===== src/rtl/lc3_regfile.sv =====
// lc3_regfile: 8 x WIDTH LC-3 register file with two combinational read
// ports, one write port, registered N/Z/P condition codes and a registered
// copy of the gated write strobe for trace.
// Optional feature: define REGFILE_BYPASS_EN to forward DR_IN onto a read
// port whose address matches DR during a write (suppressed while RST=1).

// One storage word; a bank of these forms the register array.
module lc3_reg_cell #(
  parameter int WIDTH = 16
) (
  input  logic             CLK,
  input  logic             RST,
  input  logic             ld_i,
  input  logic [WIDTH-1:0] d_i,
  output logic [WIDTH-1:0] q_o
);
  logic [WIDTH-1:0] q_q;

  // Reset clears the word; otherwise load on the per-register strobe.
  always_ff @(posedge CLK) begin
    if (RST)       q_q <= '0;
    else if (ld_i) q_q <= d_i;
  end

  assign q_o = q_q;
endmodule

module lc3_regfile #(
  parameter int WIDTH = 16,
  parameter int NREG  = 8
) (
  input  logic             CLK,
  input  logic             RST,
  input  logic             LD_REG,
  input  logic [2:0]       DR,
  input  logic [WIDTH-1:0] DR_IN,
  input  logic             LD_CC,
  input  logic [2:0]       SR1,
  input  logic [2:0]       SR2,
  output logic [WIDTH-1:0] SR1_OUT,
  output logic [WIDTH-1:0] SR2_OUT,
  output logic [2:0]       CC,
  output logic [NREG-1:0]  WR_STB
);
  logic [NREG-1:0]            dec;
  logic [NREG-1:0]            ld_vec;
  logic [NREG-1:0][WIDTH-1:0] regs;
  logic [2:0]                 cc_d, cc_q;
  logic [NREG-1:0]            stb_q;

  // One-hot decode of the destination address.
  always_comb begin
    dec     = '0;
    dec[DR] = 1'b1;
  end

  assign ld_vec = dec & {NREG{LD_REG}};

  genvar g;
  generate
    for (g = 0; g < NREG; g++) begin : g_reg
      lc3_reg_cell #(.WIDTH(WIDTH)) u_cell (
        .CLK  (CLK),
        .RST  (RST),
        .ld_i (ld_vec[g]),
        .d_i  (DR_IN),
        .q_o  (regs[g])
      );
    end
  endgenerate

  // Condition code from the sign/zero state of the write data.
  always_comb begin
    cc_d = 3'b001;
    if (DR_IN[WIDTH-1])    cc_d = 3'b100;
    else if (DR_IN == '0)  cc_d = 3'b010;
  end

  // CC loads independently of LD_REG; the strobe copy is refreshed every edge.
  always_ff @(posedge CLK) begin
    if (RST) begin
      cc_q  <= 3'b010;
      stb_q <= '0;
    end else begin
      if (LD_CC) cc_q <= cc_d;
      stb_q <= ld_vec;
    end
  end

  assign CC     = cc_q;
  assign WR_STB = stb_q;

`ifdef REGFILE_BYPASS_EN
  logic fwd1, fwd2;
  // Write-to-read forwarding per port; reset blocks it since the write is dropped.
  always_comb begin
    fwd1    = LD_REG && !RST && (SR1 == DR);
    fwd2    = LD_REG && !RST && (SR2 == DR);
    SR1_OUT = fwd1 ? DR_IN : regs[SR1];
    SR2_OUT = fwd2 ? DR_IN : regs[SR2];
  end
`else
  // Plain combinational reads; a same-cycle write shows up after the edge.
  always_comb begin
    SR1_OUT = regs[SR1];
    SR2_OUT = regs[SR2];
  end
`endif
endmodule

===== config.mk =====
export PLATFORM = sky130hd
export DESIGN_NAME = lc3_regfile
export DESIGN_NICKNAME = d
export VERILOG_FILES = /design/src/rtl/lc3_regfile.sv
export SDC_FILE = /design/constraint.sdc
export NUM_CORES = 1
export LEC_CHECK = 0
export CAP_MARGIN = 20
export CORE_UTILIZATION = 62
export CTS_CLUSTER_DIAMETER = 100
export CTS_CLUSTER_SIZE = 8
export DETAILED_ROUTE_END_ITERATION = 10
export MAX_ROUTING_LAYER = met4
export PLACE_DENSITY = 0.84
export RECOVER_POWER = 25
export SYNTH_ARGS = -nofsm -noshare
export SYNTH_HDL_FRONTEND = slang
export SYNTH_HIERARCHICAL = 1
export SYNTH_SLANG_ARGS = --single-unit
export TNS_END_PERCENT = 20

===== constraint.sdc =====
create_clock -name CLK -period 6.05 [get_ports CLK]
set_clock_uncertainty 0.05 [all_clocks]
set_input_delay 1.5125 -clock CLK [delete_from_list [all_inputs] [get_ports CLK]]
set_output_delay 1.5125 -clock CLK [all_outputs]
set_load 0.01 [all_outputs]

==> results of run 1 <==
[synthesized netlist by cell type]
library cell / instances / area (µm²)
sky130_fd_sc_hd__nor2_1: 142 / 533
sky130_fd_sc_hd__dfxtp_1: 139 / 2780
sky130_fd_sc_hd__mux2i_1: 129 / 1290
sky130_fd_sc_hd__mux4_1: 56 / 1470
sky130_fd_sc_hd__mux2_2: 32 / 360
sky130_fd_sc_hd__buf_6: 16 / 180
sky130_fd_sc_hd__buf_1: 15 / 56.3
sky130_fd_sc_hd__buf_12: 8 / 160
sky130_fd_sc_hd__buf_2: 8 / 40.0
sky130_fd_sc_hd__mux4_2: 8 / 180
sky130_fd_sc_hd__nand2b_1: 5 / 31.3
sky130_fd_sc_hd__nor3_1: 4 / 20.0
sky130_fd_sc_hd__nor4_1: 4 / 25.0
sky130_fd_sc_hd__clkbuf_2: 2 / 10.0
sky130_fd_sc_hd__inv_1: 2 / 7.51
sky130_fd_sc_hd__nand2_1: 2 / 7.51
sky130_fd_sc_hd__a21oi_1: 1 / 5.00
sky130_fd_sc_hd__a32o_1: 1 / 10.0
sky130_fd_sc_hd__clkbuf_1: 1 / 3.75
sky130_fd_sc_hd__nand3_1: 1 / 5.00
sky130_fd_sc_hd__nand4_1: 1 / 6.26
sky130_fd_sc_hd__o21ai_0: 1 / 5.00
[critical path, delay by kind of cell]
kind / cells / cell delay [ns]
multiplexers: 2 / 0.66
buffers and inverters: 3 / 1.39
[cell families after synthesis]
kind of cell / after synthesis / synth area share (%)
buffers and inverters: 52 / 6.37
DFF: 139 / 38.7
AOI/OAI and AO/OA: 3 / 0.278
and+or+nand+nor: 159 / 8.73
muxes: 225 / 45.9
[area by class of cell]
cell class                 instances  area (µm²)  area share (%)
tap                              140         175            2.09
sequential                       139        2780            33.2
clock inverter                     8         143            1.70
multi-input combinational        387        3980            47.4
timing repair buffer              88         840            10.0
inverter                           2        7.51          0.0896
clock buffer                      23         458            5.46
[report_power, final]
| group | switching (mW) | internal (mW) | leakage [nW] | total (mW) |
|---|---|---|---|---|
| Sequential | 0.0145 | 0.937 | 1.13 | 0.951 |
| Combinational | 0.107 | 0.0957 | 1.88 | 0.202 |
| Clock | 0.380 | 0.696 | 0.291 | 1.08 |
[worst paths after layout]
path                            endpoint  slack [ns]  cells past startpoint
setup / recovery              SR1_OUT[4]        0.89                      5
hold / removal                     CC[1]        0.44                      2
setup reg to reg  g_reg[6].u_cell/q_o[7]        5.10                      2
hold reg to reg                    CC[1]        0.44                      2
[flip-flops by register name, indices dropped and copies added (netlist names)]
name / count
WR_STB: 8
g.u_cell/q_o: 128
CC: 3
[metal layers]
metal | vias to the layer above | track usage [%] | part of all wire (%)
li1 | 2266 | - | -
met1 | 2549 | 39.8 | 42
met2 | 205 | 51.1 | 50
met3 | 41 | 7.05 | 6.3
met4 | 0 | 14.7 | 2.4
met5 | - | - | 0
[layout by cell type, fill, tap and decap left out, types with 2 or more instances in the layout]
cell,n
sky130_fd_sc_hd__mux2_2,32
sky130_fd_sc_hd__mux4_2,8
sky130_fd_sc_hd__bufinv_16,4
sky130_fd_sc_hd__nor3_2,2
sky130_fd_sc_hd__clkinv_2,3
sky130_fd_sc_hd__clkbuf_1,6
sky130_fd_sc_hd__nand2_1,2
sky130_fd_sc_hd__nor2_1,136
sky130_fd_sc_hd__clkdlybuf4s50_1,57
sky130_fd_sc_hd__nor2_2,6
sky130_fd_sc_hd__nand2b_1,5
sky130_fd_sc_hd__dfxtp_1,139
sky130_fd_sc_hd__inv_1,2
sky130_fd_sc_hd__nor3_1,2
sky130_fd_sc_hd__buf_4,14
sky130_fd_sc_hd__dlygate4sd3_1,11
sky130_fd_sc_hd__nor4_1,4
sky130_fd_sc_hd__clkbuf_16,17
sky130_fd_sc_hd__mux2i_1,129
sky130_fd_sc_hd__mux4_1,56
sky130_fd_sc_hd__buf_2,2
[through the flow]
step / util [%] / power (mW)
floorplan: - / 1.10
global placement: 70.2 / 1.16
detailed placement: 70.3 / 1.17
CTS: 75.7 / 2.24
global route: 75.7 / 2.29
finish: 75.7 / 2.23
==> impl_metrics.json, run 1 <==
{
  "critPathSlowestCell": "sky130_fd_sc_hd__clkdlybuf4s50_1",
  "power_density_nw_per_um2": 266,
  "number_of_cts_inserted_buffers": 17,
  "clk_transition_reported_paths_ns": 0.06,
  "grt_pass1_vias": 4943,
  "post_cts.repair.setup_buffers": 0,
  "ioPinCount": 72,
  "area_delta_synth_final_pct": 16.5,
  "synth.yosys.seq_area_share_pct": 38.7,
  "final_period_minus_worst_setup_slack_ns": 5.16,
  "layout_cells_sized_above_1_pct": 14.4,
  "initial_utilization_pct": 64.9,
  "pre_cts_slack_ns": 0.923,
  "crit_required_ns": 4.49,
  "syn_area_per_cell_um2": 12.4,
  "grt.total_usage_pct": 32.3,
  "ys_types": 22,
  "synth-warning-count": 6,
  "holdCritStartpoint": "CC[1]",
  "layout.cell_area.non_filler_um2": 8380,
  "path_cells": "clkdlybuf4s50_1, buf_4, mux4_1, mux2_2, clkdlybuf4s50_1",
  "synth_nets": 607,
  "row_count": 38,
  "fin_hold_ws_ns": 0.436,
  "finalCritPeriodShare_pct": 85.2,
  "post-dp-hpwl_mm": 10.7,
  "gp_congestion": 0.833,
  "timing.hold.worst.class": "reg2reg",
  "die_height_um": 110,
  "path_class": "in2out",
  "viasPerCell": 6.43,
  "leakage_nw": 3.30,
  "num_antenna_cells": 0,
  "totalWireLength_mm": 17.8,
  "clockRootBuffer": "sky130_fd_sc_hd__clkbuf_16",
  "grt_first_pass_wirelength_mm": 27.0,
  "setup_tns_ns": 0,
  "max_freq_mhz": 194,
  "ctsHtreeMaxLevel": 4,
  "timing.final.hold_violations": 0,
  "worstMarginPinSlew_ns": 2.72,
  "worst_setup_path_startpoint": "SR1[1]",
  "post_dp_cell_area_um2": 7790,
  "port_buffers": 71,
  "failed_checks": "capacitance limit, slew limit",
  "area_of_the_mapped_netlist_um2": 7190,
  "antenna_violating_nets_remaining": 0,
  "critPathCaptureType": "output pin",
  "critPathLaunchType": "primary input",
  "die_outline_area_um2": 12000,
  "grt_max_degree": 70,
  "clock_insertion_delay_worst_skew_ns": 0.42,
  "core_um2": 11100,
  "final-setup-viol-count": 0,
  "cts-resized-gates": 0,
  "netlist_instances": 578,
  "critical-path-top-cell-by-count": "sky130_fd_sc_hd__clkdlybuf4s50_1",
  "clock_sink_count": 139,
  "drt_first_iter_violations": 444,
  "clk_path_buf_depth": 2,
  "critical_path.max_stage_delay_ns": 0.55,
  "run_status": "complete, but fails checks",
  "fillCellCount": 679,
  "cts_hold_repair.buffers": 0,
  "finalNetCount": 664,
  "total_via_count_in_the_routed_design": 5061,
  "overflow_left_after_global_routing": 0,
  "worst_ir_drop_vdd_v": 0.000238,
  "worst_ep_arrival_time_ns": 3.59,
  "ys_ff_latch": 139,
  "route.detailed.drc": 0,
  "final-max-slew-violation-count": 65,
  "detailedRoute.firstPassIterationCount": 5,
  "final.setup.worst_slack_ns": 0.893,
  "unrepaired_setup_endpoints_after_global_routing": "false",
  "worst_slew_slack_as_a_fraction_of_its_limit_pct": -81.6,
  "maxCapViolations": 1,
  "final_cell_count_no_fill": 787,
  "dp_cells": 756,
  "die_width_um": 110,
  "ff_to_ff_start": "g_reg[6].u_cell/q_o[7]",
  "path_max_fanout": 32,
  "routedWlPerCell_um": 22.6,
  "tritoncts": "done",
  "antenna_found_initial": 0
}
No activity file was read; power rests on OpenSTA's default activity.
==> run 2, diff against run 1 <==
--- a/config.mk
+++ b/config.mk
@@ -10,6 +10,7 @@
 export CTS_CLUSTER_DIAMETER = 100
 export CTS_CLUSTER_SIZE = 8
 export DETAILED_ROUTE_END_ITERATION = 10
+export GPL_TIMING_DRIVEN = 0
 export MAX_ROUTING_LAYER = met4
 export PLACE_DENSITY = 0.84
 export RECOVER_POWER = 25
==> run 2 against run 1 <==
Net effect: worst setup slack got worse by 0.34 ns; cell area increased by 3.2%; non-clock buffer count increased by 29; flip-flop and latch count unchanged; register-to-register slack improved by 0.17 ns; die area unchanged; clock-buffer cell count decreased by 4; hold slack improved by 0.012 ns; fmax decreased by 6.2%; critical endpoint is now SR2_OUT[6]; the run now ends clean; total power increased by 5.7%; via count increased by 3.8%; global-route usage increased by 3.1 points.
==> impl_metrics.json, run 2 (synthesis results as in run 1) <==
{
  "area_delta_synth_final_pct": 20.3,
  "timing.hold.worst.class": "reg2reg",
  "path_max_fanout": 10,
  "routedWlPerCell_um": 23.8,
  "route.detailed.drc": 0,
  "grt_first_pass_wirelength_mm": 29.3,
  "ioPinCount": 72,
  "total_via_count_in_the_routed_design": 5251,
  "clk_transition_reported_paths_ns": 0.06,
  "critPathCaptureType": "output pin",
  "r2r_setup_slack_ns": 5.27,
  "final-setup-viol-count": 0,
  "cts_hold_repair.buffers": 0,
  "path_class": "in2out",
  "switchingPower_mw": 0.525,
  "worst_slew_slack_as_a_fraction_of_its_limit_pct": 48.0,
  "grt_pass1_vias": 5318,
  "clock_sink_count": 139,
  "ctsHtreeMaxLevel": 4,
  "row_count": 38,
  "detailedRoute.firstPassIterationCount": 5,
  "power_density_nw_per_um2": 272,
  "most-common-layout-cells": "sky130_fd_sc_hd__nor2_1, sky130_fd_sc_hd__dfxtp_1, sky130_fd_sc_hd__mux2i_1",
  "post_cts.repair.setup_buffers": 0,
  "die_width_um": 110,
  "run_status": "finished clean",
  "final_period_minus_worst_setup_slack_ns": 5.50,
  "seq_power_share_pct": 40.3,
  "crit_required_ns": 4.49,
  "totalWireLength_mm": 19.5,
  "post_dp_cell_area_um2": 8040,
  "finalNetCount": 693,
  "die_height_um": 110,
  "combPwrFrac_pct": 9.4,
  "antenna_violating_nets_remaining": 0,
  "unrepaired_setup_endpoints_after_global_routing": "false",
  "clk_path_buf_depth": 2,
  "pwr-share-clk_pct": 50.3,
  "die_outline_area_um2": 12000,
  "maxCapViolations": 0,
  "clock_insertion_delay_worst_skew_ns": 0.43,
  "antenna_found_initial": 0,
  "number_of_cts_inserted_buffers": 17,
  "critPathLaunchType": "primary input",
  "grt_max_degree": 17,
  "drt_first_iter_violations": 621,
  "core_um2": 11100,
  "final-max-slew-violation-count": 0,
  "port_buffers": 67,
  "fillCellCount": 682,
  "p_int_mw": 1.83,
  "viasPerCell": 6.43,
  "worst_ir_drop_vdd_v": 0.000382,
  "largest_register_ff_count": 128,
  "overflow_left_after_global_routing": 0,
  "worst_ep_arrival_time_ns": 3.94,
  "layout_cells_sized_above_1_pct": 14.5,
  "tritoncts": "done",
  "num_antenna_cells": 0,
  "post-dp-hpwl_mm": 13.1,
  "power.share.switching_pct": 22.3,
  "max_freq_mhz": 182,
  "leakage_nw": 3.38,
  "final_core_util_pct": 78.1,
  "initial_utilization_pct": 64.9,
  "clockRootBuffer": "sky130_fd_sc_hd__clkbuf_16",
  "timing.final.hold_violations": 0,
  "worstMarginPinSlew_ns": 0.781,
  "cts-resized-gates": 0,
  "layout.cell_area.non_filler_um2": 8650,
  "final_common_cell": "sky130_fd_sc_hd__nor2_1",
  "grt.total_usage_pct": 35.4,
  "setup_tns_ns": 0,
  "gp_congestion": 0.837,
  "finalCritPeriodShare_pct": 90.9
}
run 2: power by group through the flow:
stage	logic, mW	clock network [mW]	registers, mW
finish	0.221	1.18	0.951
CTS	0.221	1.19	0.950
global placement	0.213	0	0.967
detailed placement	0.219	0	0.969
global route	0.232	1.23	0.952
floorplan	0.131	0	0.966
run 2: final cells by class:
type	instances	area (µm²)	area share, %
flip-flops and latches	139	2780	32.2
plain buffers	50	390	4.51
inverters	2	7.51	0.0868
repair buffers	67	671	7.75
clock buffers	19	453	5.24
well taps	140	175	2.02
multi-input cells	387	3950	45.7
clock inverters	13	220	2.55
run 2: path summary, 6_finish.rpt:
| path | endpoint | from | cells after the start |
|---|---|---|---|
| hold reg to reg | CC[1] | CC[1] | 2 |
| setup reg to reg | g_reg[5].u_cell/q_o[11] | g_reg[5].u_cell/q_o[11] | 2 |
| setup / recovery | SR2_OUT[6] | SR2[1] | 5 |
| hold / removal | CC[1] | CC[1] | 2 |
run 2: per-layer routing:
metal  vias to the layer above  wire [µm]  GRT usage (%)
met5                         -          0              -
met4                         0        362           11.2
met3                        31       1780           9.54
met2                       275       9460           56.4
met1                      2631       7850           44.2
li1                       2314          -              -
run 2: per-stage QoR:
step,std cells,power [mW],setup WS (ns),hold slack (ns)
finish,817,2.36,0.550,0.447
global route,817,2.41,0.505,0.478
CTS,817,2.36,0.590,0.441
detailed placement,785,1.19,0.602,0.426
global placement,785,1.18,0.639,0.412
floorplan,578,1.10,1.90,0.416
run 2: worst max-delay path: stages:
cell                              delay (ns)
sky130_fd_sc_hd__clkdlybuf4s50_1        0.57
sky130_fd_sc_hd__clkbuf_1               0.58
sky130_fd_sc_hd__mux4_1                 0.47
sky130_fd_sc_hd__mux2_2                 0.31
sky130_fd_sc_hd__clkdlybuf4s50_1        0.48
